<file path="src/rtl/pipe_stage_reg.sv">
// Inter-stage pipeline register with valid/ready handshake, a 2-entry skid
// buffer (main + skid), synchronous flush and control zeroing on bubbles.
// Optional feature macro: PIPE_STAGE_STATS_EN enables the stall and bubble
// statistics counters; without it stat_stall/stat_bubbl are tied to zero.
module pipe_stage_reg #(
  parameter int CTRL_W = 8,
  parameter int DATA_W = 32,
  parameter int NDATA  = 3,
  parameter int STAT_W = 16
) (
  input  logic                    clk,
  input  logic                    clrn,
  input  logic                    flush,
  input  logic                    in_valid,
  output logic                    in_ready,
  input  logic [CTRL_W-1:0]       in_ctrl,
  input  logic [NDATA*DATA_W-1:0] in_data,
  output logic                    out_valid,
  input  logic                    out_ready,
  output logic [CTRL_W-1:0]       out_ctrl,
  output logic [NDATA*DATA_W-1:0] out_data,
  output logic [STAT_W-1:0]       stat_stall,
  output logic [STAT_W-1:0]       stat_bubbl
);

  localparam int DW = NDATA * DATA_W;

  typedef enum logic [1:0] {
    EMPTY = 2'd0,
    FULL  = 2'd1,
    SKID  = 2'd2
  } state_t;

  state_t            state, state_nx;
  logic              accept, drain;
  logic              load_main_in, load_main_skid, load_skid;
  logic [CTRL_W-1:0] main_ctrl, skid_ctrl;
  logic [DW-1:0]     main_data, skid_data;

  // Handshake flags come straight from the state register, so in_ready has
  // no combinational path from in_valid or out_ready.
  assign out_valid = (state != EMPTY);
  assign in_ready  = (state != SKID);
  assign accept    = in_valid & in_ready;
  assign drain     = out_valid & out_ready;

  assign out_ctrl  = out_valid ? main_ctrl : '0;
  assign out_data  = main_data;

  // State register.
  always_ff @(posedge clk) begin
    if (!clrn) state <= EMPTY;
    else       state <= state_nx;
  end

  // Next-state and entry load enables; flush wins over accept/drain.
  always_comb begin
    state_nx       = state;
    load_main_in   = 1'b0;
    load_main_skid = 1'b0;
    load_skid      = 1'b0;
    if (flush) begin
      state_nx = EMPTY;
    end else begin
      unique case (state)
        EMPTY: begin
          if (accept) begin
            state_nx     = FULL;
            load_main_in = 1'b1;
          end
        end
        FULL: begin
          if (accept && drain) begin
            load_main_in = 1'b1;
          end else if (accept) begin
            state_nx  = SKID;
            load_skid = 1'b1;
          end else if (drain) begin
            state_nx = EMPTY;
          end
        end
        SKID: begin
          if (drain) begin
            state_nx       = FULL;
            load_main_skid = 1'b1;
          end
        end
        default: state_nx = EMPTY;
      endcase
    end
  end

  // Entry storage; main data is kept across drains and flushes so out_data
  // holds its last value while the stage is empty.
  always_ff @(posedge clk) begin
    if (!clrn) begin
      main_ctrl <= '0;
      main_data <= '0;
      skid_ctrl <= '0;
      skid_data <= '0;
    end else begin
      if (load_main_in) begin
        main_ctrl <= in_ctrl;
        main_data <= in_data;
      end else if (load_main_skid) begin
        main_ctrl <= skid_ctrl;
        main_data <= skid_data;
      end
      if (load_skid) begin
        skid_ctrl <= in_ctrl;
        skid_data <= in_data;
      end
    end
  end

`ifdef PIPE_STAGE_STATS_EN
  // Saturating stall/bubble counters; only reset clears them.
  always_ff @(posedge clk) begin
    if (!clrn) begin
      stat_stall <= '0;
      stat_bubbl <= '0;
    end else begin
      if (out_valid && !out_ready && (stat_stall != '1))
        stat_stall <= stat_stall + STAT_W'(1);
      if (!out_valid && (stat_bubbl != '1))
        stat_bubbl <= stat_bubbl + STAT_W'(1);
    end
  end
`else
  assign stat_stall = '0;
  assign stat_bubbl = '0;
`endif

endmodule
</file>
<file path="config.mk">
export PLATFORM = sky130hd
export DESIGN_NAME = pipe_stage_reg
export DESIGN_NICKNAME = d
export VERILOG_FILES = /design/src/rtl/pipe_stage_reg.sv
export SDC_FILE = /design/constraint.sdc
export NUM_CORES = 1
export LEC_CHECK = 0
export ABC_CLOCK_PERIOD_IN_PS = 1400
export BUFFER_PORTS_ARGS = -buffer_cell sky130_fd_sc_hd__buf_4
export CORE_MARGIN = 10
export CORE_UTILIZATION = 48
export CTS_CLUSTER_SIZE = 25
export DETAILED_ROUTE_END_ITERATION = 12
export GPL_TIMING_DRIVEN = 0
export PLACE_DENSITY = 0.79
export SYNTH_ARGS = -nofsm -noshare
export SYNTH_HDL_FRONTEND = slang
export SYNTH_SLANG_ARGS = --single-unit
</file>
<file path="constraint.sdc">
create_clock -name clk -period 1.4 [get_ports clk]
set_input_delay 0.07 -clock clk [delete_from_list [all_inputs] [get_ports clk]]
set_output_delay 0.07 -clock clk [all_outputs]
set_load 0.02 [all_outputs]
</file>
After elaboration in Yosys (flattened, before gate mapping):

Index checks and enable logic that the tools add are counted.
Widths: inputs -> output; s select.

* eq/ne operators: 7
* muxes and demuxes: 21
* reductions and logical operators: 6
* bitwise gates (word level): 3

Operators with widths (count)
* $mux 96: 2
* $mux 8: 3
* $mux 2: 5
* $mux 1: 9
* $ne 2x2->1 const B: 4
* $pmux 2 s3: 1
* $reduce_and 4->1: 1
* $reduce_bool 2->1: 2
* $ne 3x3->1 const B: 1
* $and 1x1->1: 2
* $eq 2x1->1 const B: 1
* $eq 2x2->1 const B: 1
* $logic_not 2->1: 1
* $pmux 1 s2: 1
* $reduce_or 2->1: 1
* $logic_and 1x1->1: 1
* $not 1->1: 1

* logic and storage cells: 42
* output and inout bits: 138
* register bits: 210
* bits of input ports: 109

Depth between registers and ports, before layout:

* word-level depth: 7
* gate-level depth with buffers: 7
* gate-level depth less buffers: 3

Worst setup path after synthesis:

Ideal clock, no wire load.

* path type: register -> register
* from: register state[1]
* to: register main_data[56] (netlist: out_data[56])
* library setup time: 0.137 ns
* buffers on the path: 4
* cell stages (with the launch flop): 8
* arrival time: 1.419 ns
* slack: -0.156 ns
* data required time: 1.263 ns
* clock period less this slack: 1.556 ns
* cell sequence: dfxtp_1 -> buf_6 -> or3b_1 -> buf_6 -> buf_6 -> buf_6 -> o31ai_2 -> a31oi_1

* word-level cells in the longest chain between the ends: 7
* elaborated cells between the ends (all ways): 17
* those cells by class: 3 x eq/ne; 8 x mux; 2 x bitwise; 4 x reduce/logical

RTL lines
* start: declaration: RTL line 34 `state_t state, state_nx;`
* start signal: assignment: RTL line 53 `else state <= state_nx;`
* $ne 2x2->1 or $reduce_bool 2->1 (tied branches): RTL line 43, 42
* $and 1x1->1, on equally long branches: RTL line 44, 45
* $logic_and 1x1->1: RTL line 73 `if (accept && drain) begin`
* $mux 1: RTL line 73
* $pmux 1 s2: RTL line 65 `unique case (state)`
* $mux 1: RTL line 62 `if (flush) begin`
* $mux 96 or $reduce_bool 2->1 (tied branches)
* end signal: assignment: RTL line 104 `main_data <= in_data;`
* end signal: assignment: RTL line 107 `main_data <= skid_data;`
* end: declaration: RTL line 38 `logic [DW-1:0] main_data, skid_data;`

Several ways; a longest one is shown, not always the timed one.
A chain may end at the register's enable or synchronous reset.

==> flow_summary.toml <==
[yosys]
post-synth-top-count-cell = "sky130_fd_sc_hd__dfxtp_1"
ys_async_sr_fraction_pct = 0
postSynthCellCount = 1125
synth_sequential_area_ratio_pct = 43.14
synth_enable_flop_cells = 0
netlist-cell-type-count = 31
synth.top_cells.by_count = "210 x sky130_fd_sc_hd__dfxtp_1, 209 x sky130_fd_sc_hd__nand2_1, 104 x sky130_fd_sc_hd__a31oi_1, 104 x sky130_fd_sc_hd__nand3_1, 94 x sky130_fd_sc_hd__o21ai_0"
synthesis.yosys.warnings = 0
avgSynthCellArea_um2 = 8.662
yosys_register_bits = 210
synthDominantCellAreaShare_pct = 43.14
prevailing_post_synth_register_cell = "sky130_fd_sc_hd__dfxtp_1"
netlist.top_cell.by_area = "sky130_fd_sc_hd__dfxtp_1"
synth_top_cells_by_area = "sky130_fd_sc_hd__dfxtp_1 43%, sky130_fd_sc_hd__o31ai_2 11%, sky130_fd_sc_hd__nand2_1 8.1%"
synth.cell_area_um2 = 9744

[timing]
setup-violations-final = 217
clock.fmax_ghz = 0.5591
grt_setup_unrepaired = "true"
report.final.hold_viol_count = 2
worst_slack_ns = -0.3886
timing.clock.skew_ns = 0.02166
final_hold_slack_ns = -0.1125
final_period_minus_worst_setup_slack_ns = 1.789
finalMaxSlewViolations = 0
final_min_period_over_clock_period_pct = 127.8
worst-slew-pin-transition_ns = 1.252
relSlewSlack_pct = 16.52

[pwr]
finalPower_mw = 16.04
leakage_nw = 5.995
pwr_density_cell_nw_per_um2 = 1003
worst_case_vdd_ir_drop_mv = 0.9343

[setup_path]
worstPathMaxFanout = 10
worst_r2r_path_depth = 7
worst_ep_arrival_time_ns = 2.21
capture_instance_of_the_worst_register_to_register_path = "out_data[17]"
worst_setup_path_start_kind = "input port"
worst-r2r-setup-slack_ns = -0.36
critPathKind = "input port to flip-flop"
setup.worst_path.end_class = "flip-flop"
critical_path.startpoint = "clrn"
crit_path_to = "out_data[69]"
cp_data_required_time_ns = 1.82
r2r-start = "state[1]"

[floorplan]
floorplan.die_area_um2 = 26400
rows = 52
dieHeight_um = 162.5
die_width_um = 162.5
fp.coreArea_um2 = 20100
num_io_pins = 247
initial_utilization_pct = 48.47

[global_route]
grt_max_degree = 14
aggregate_global_route_resource_usage_pct = 25.86
grt_pass1_vias = 10700
overflow = 0
grt_pass1_wl_um = 56970
grt_antenna_before_repair = 4

[clocking]
tritoncts = "done"
clock-root-buffer = "sky130_fd_sc_hd__clkbuf_16"
cts_buffer_depth = 3
cts.sinks = 210
clock_pin_slew_of_the_registers_on_the_worst_case_setup_and_hold_paths_ns = 0.06
hold_buffers = 106
clock_insertion_delay_worst_skew_ns = 0.53
cts_buf_count = 23
cts.htree.levels = 1

[final_layout]
fillerInstances = 1046
nets = 1643
drive_above_1_share_pct = 40.15
area.growth.synth_to_final_pct = 64.11

[outcome]
violations = "negative hold slack, negative setup slack"
status = "complete, but fails checks"

[placed_design]
dp.final_hpwl_um = 22150
gp_congestion = 0.8414
port_buffers = 213
pre_cts_slack_ns = -0.7666

[detailed_routing]
drc_errors = 0
route.detailed.wl_per_inst_um = 23.00
via_count = 11070
antenna_left = 0
drt-initial-drc-count = 908
post_drt_via_cell_ratio = 6.066
first_pass_iteration_count_of_the_detailed_router = 5
route.final.wire_length_um = 41950

[flow_run]
max_cap_viol_count = 0

[min_path]
hold_path_class = "input port to flip-flop"
[stage by stage]
stage	instance area [um^2]	cells	TNS (ns)	util [%]	hold WS (ns)
2_1_floorplan	9896	1156	-15.25	-	0.1428
3_3_place_gp	11830	1639	-98.67	58.86	0.2935
3_5_place_dp	11830	1639	-103.80	58.86	0.2950
4_1_cts	14710	1805	-43.95	73.18	-0.1370
5_1_grt	15990	1823	-62.36	79.53	-0.09643
6_report	15990	1824	-56.57	79.54	-0.1125
[metal layers]
layer	wire length [um]	global-route usage, %	vias up
met5	0	0	-
met1	15010	30.43	5336
met4	2463	14.56	0
met2	21150	43.08	697
met3	3327	5.334	191
li1	-	-	4841
[layout by cell type, fill, tap and decap left out, types with 18 or more instances in the layout]
cell	netlist	routed
sky130_fd_sc_hd__buf_4	35	260
sky130_fd_sc_hd__nand2_1	209	209
sky130_fd_sc_hd__dfxtp_1	210	208
sky130_fd_sc_hd__dlygate4sd3_1	0	106
sky130_fd_sc_hd__nand3_1	104	104
sky130_fd_sc_hd__a31oi_1	104	100
sky130_fd_sc_hd__a21boi_1	45	94
sky130_fd_sc_hd__o31ai_4	0	80
sky130_fd_sc_hd__o21ai_2	0	69
sky130_fd_sc_hd__clkbuf_16	0	36
sky130_fd_sc_hd__conb_1	1	32
sky130_fd_sc_hd__clkbuf_1	65	30
sky130_fd_sc_hd__o21ai_1	10	28
sky130_fd_sc_hd__o31ai_2	84	24
sky130_fd_sc_hd__buf_6	15	23
sky130_fd_sc_hd__clkbuf_2	0	19
sky130_fd_sc_hd__clkbuf_4	0	18
[worst min path at each step]
stage,depth (start not counted),from,endpoint,slack [ns]
floorplan,1,out_ready,state[1],0.14
global placement,2,out_ready,state[1],0.29
detailed placement,2,out_ready,state[1],0.29
CTS,3,in_valid,state[1],-0.14
global route,3,in_valid,state[1],-0.1
finish,3,in_valid,state[1],-0.11
[area by class of cell]
cell class	instances	area, um^2	share of cell area [%]
multi-input combinational	787	6030	37.70
sequential	210	4209	26.32
timing repair buffer	352	3209	20.07
buffer	159	1401	8.763
clock buffer	32	669.4	4.186
tap	270	337.8	2.113
clock inverter	8	118.9	0.7433
antenna	5	12.51	0.07824
inverter	1	3.754	0.02347
[registers in the layout, indices dropped and copies added (netlist names)]
name       count
state          2
skid_data     96
main_ctrl      8
skid_ctrl      8
out_data      96
[power breakdown]
| part | internal, mW | total (mW) | switching (mW) |
|---|---|---|---|
| clock | 3.87 | 6.42 | 2.54 |
| sequential | 6.22 | 6.38 | 0.162 |
| combinational | 1.50 | 3.24 | 1.75 |
| total | 11.6 | 16.0 | 4.45 |
[repair_timing]
item,CTS,global route
gates resized for setup,336,220
cloned,9,10
endpoints found under the setup margin,217,217
hold endpoints to repair,210,1
pin swaps,30,20
setup buffers,11,4
[logic make-up after synthesis]
kind of cell	count (synthesis)	synth area share [%]
AOI/OAI and AO/OA	419	32.59
buffers and inverters	160	9.194
DFF	210	43.14
muxes	1	0.1027
other	1	0.03848
and+or+nand+nor	334	14.93
[worst max-delay path: stages]
cell                              delay, ns
sky130_fd_sc_hd__buf_2                 0.31
sky130_fd_sc_hd__clkbuf_1              0.41
sky130_fd_sc_hd__clkdlybuf4s15_1       0.94
sky130_fd_sc_hd__o31ai_4               0.17
sky130_fd_sc_hd__a31oi_1               0.28
(Power assumes the default switching activity.)
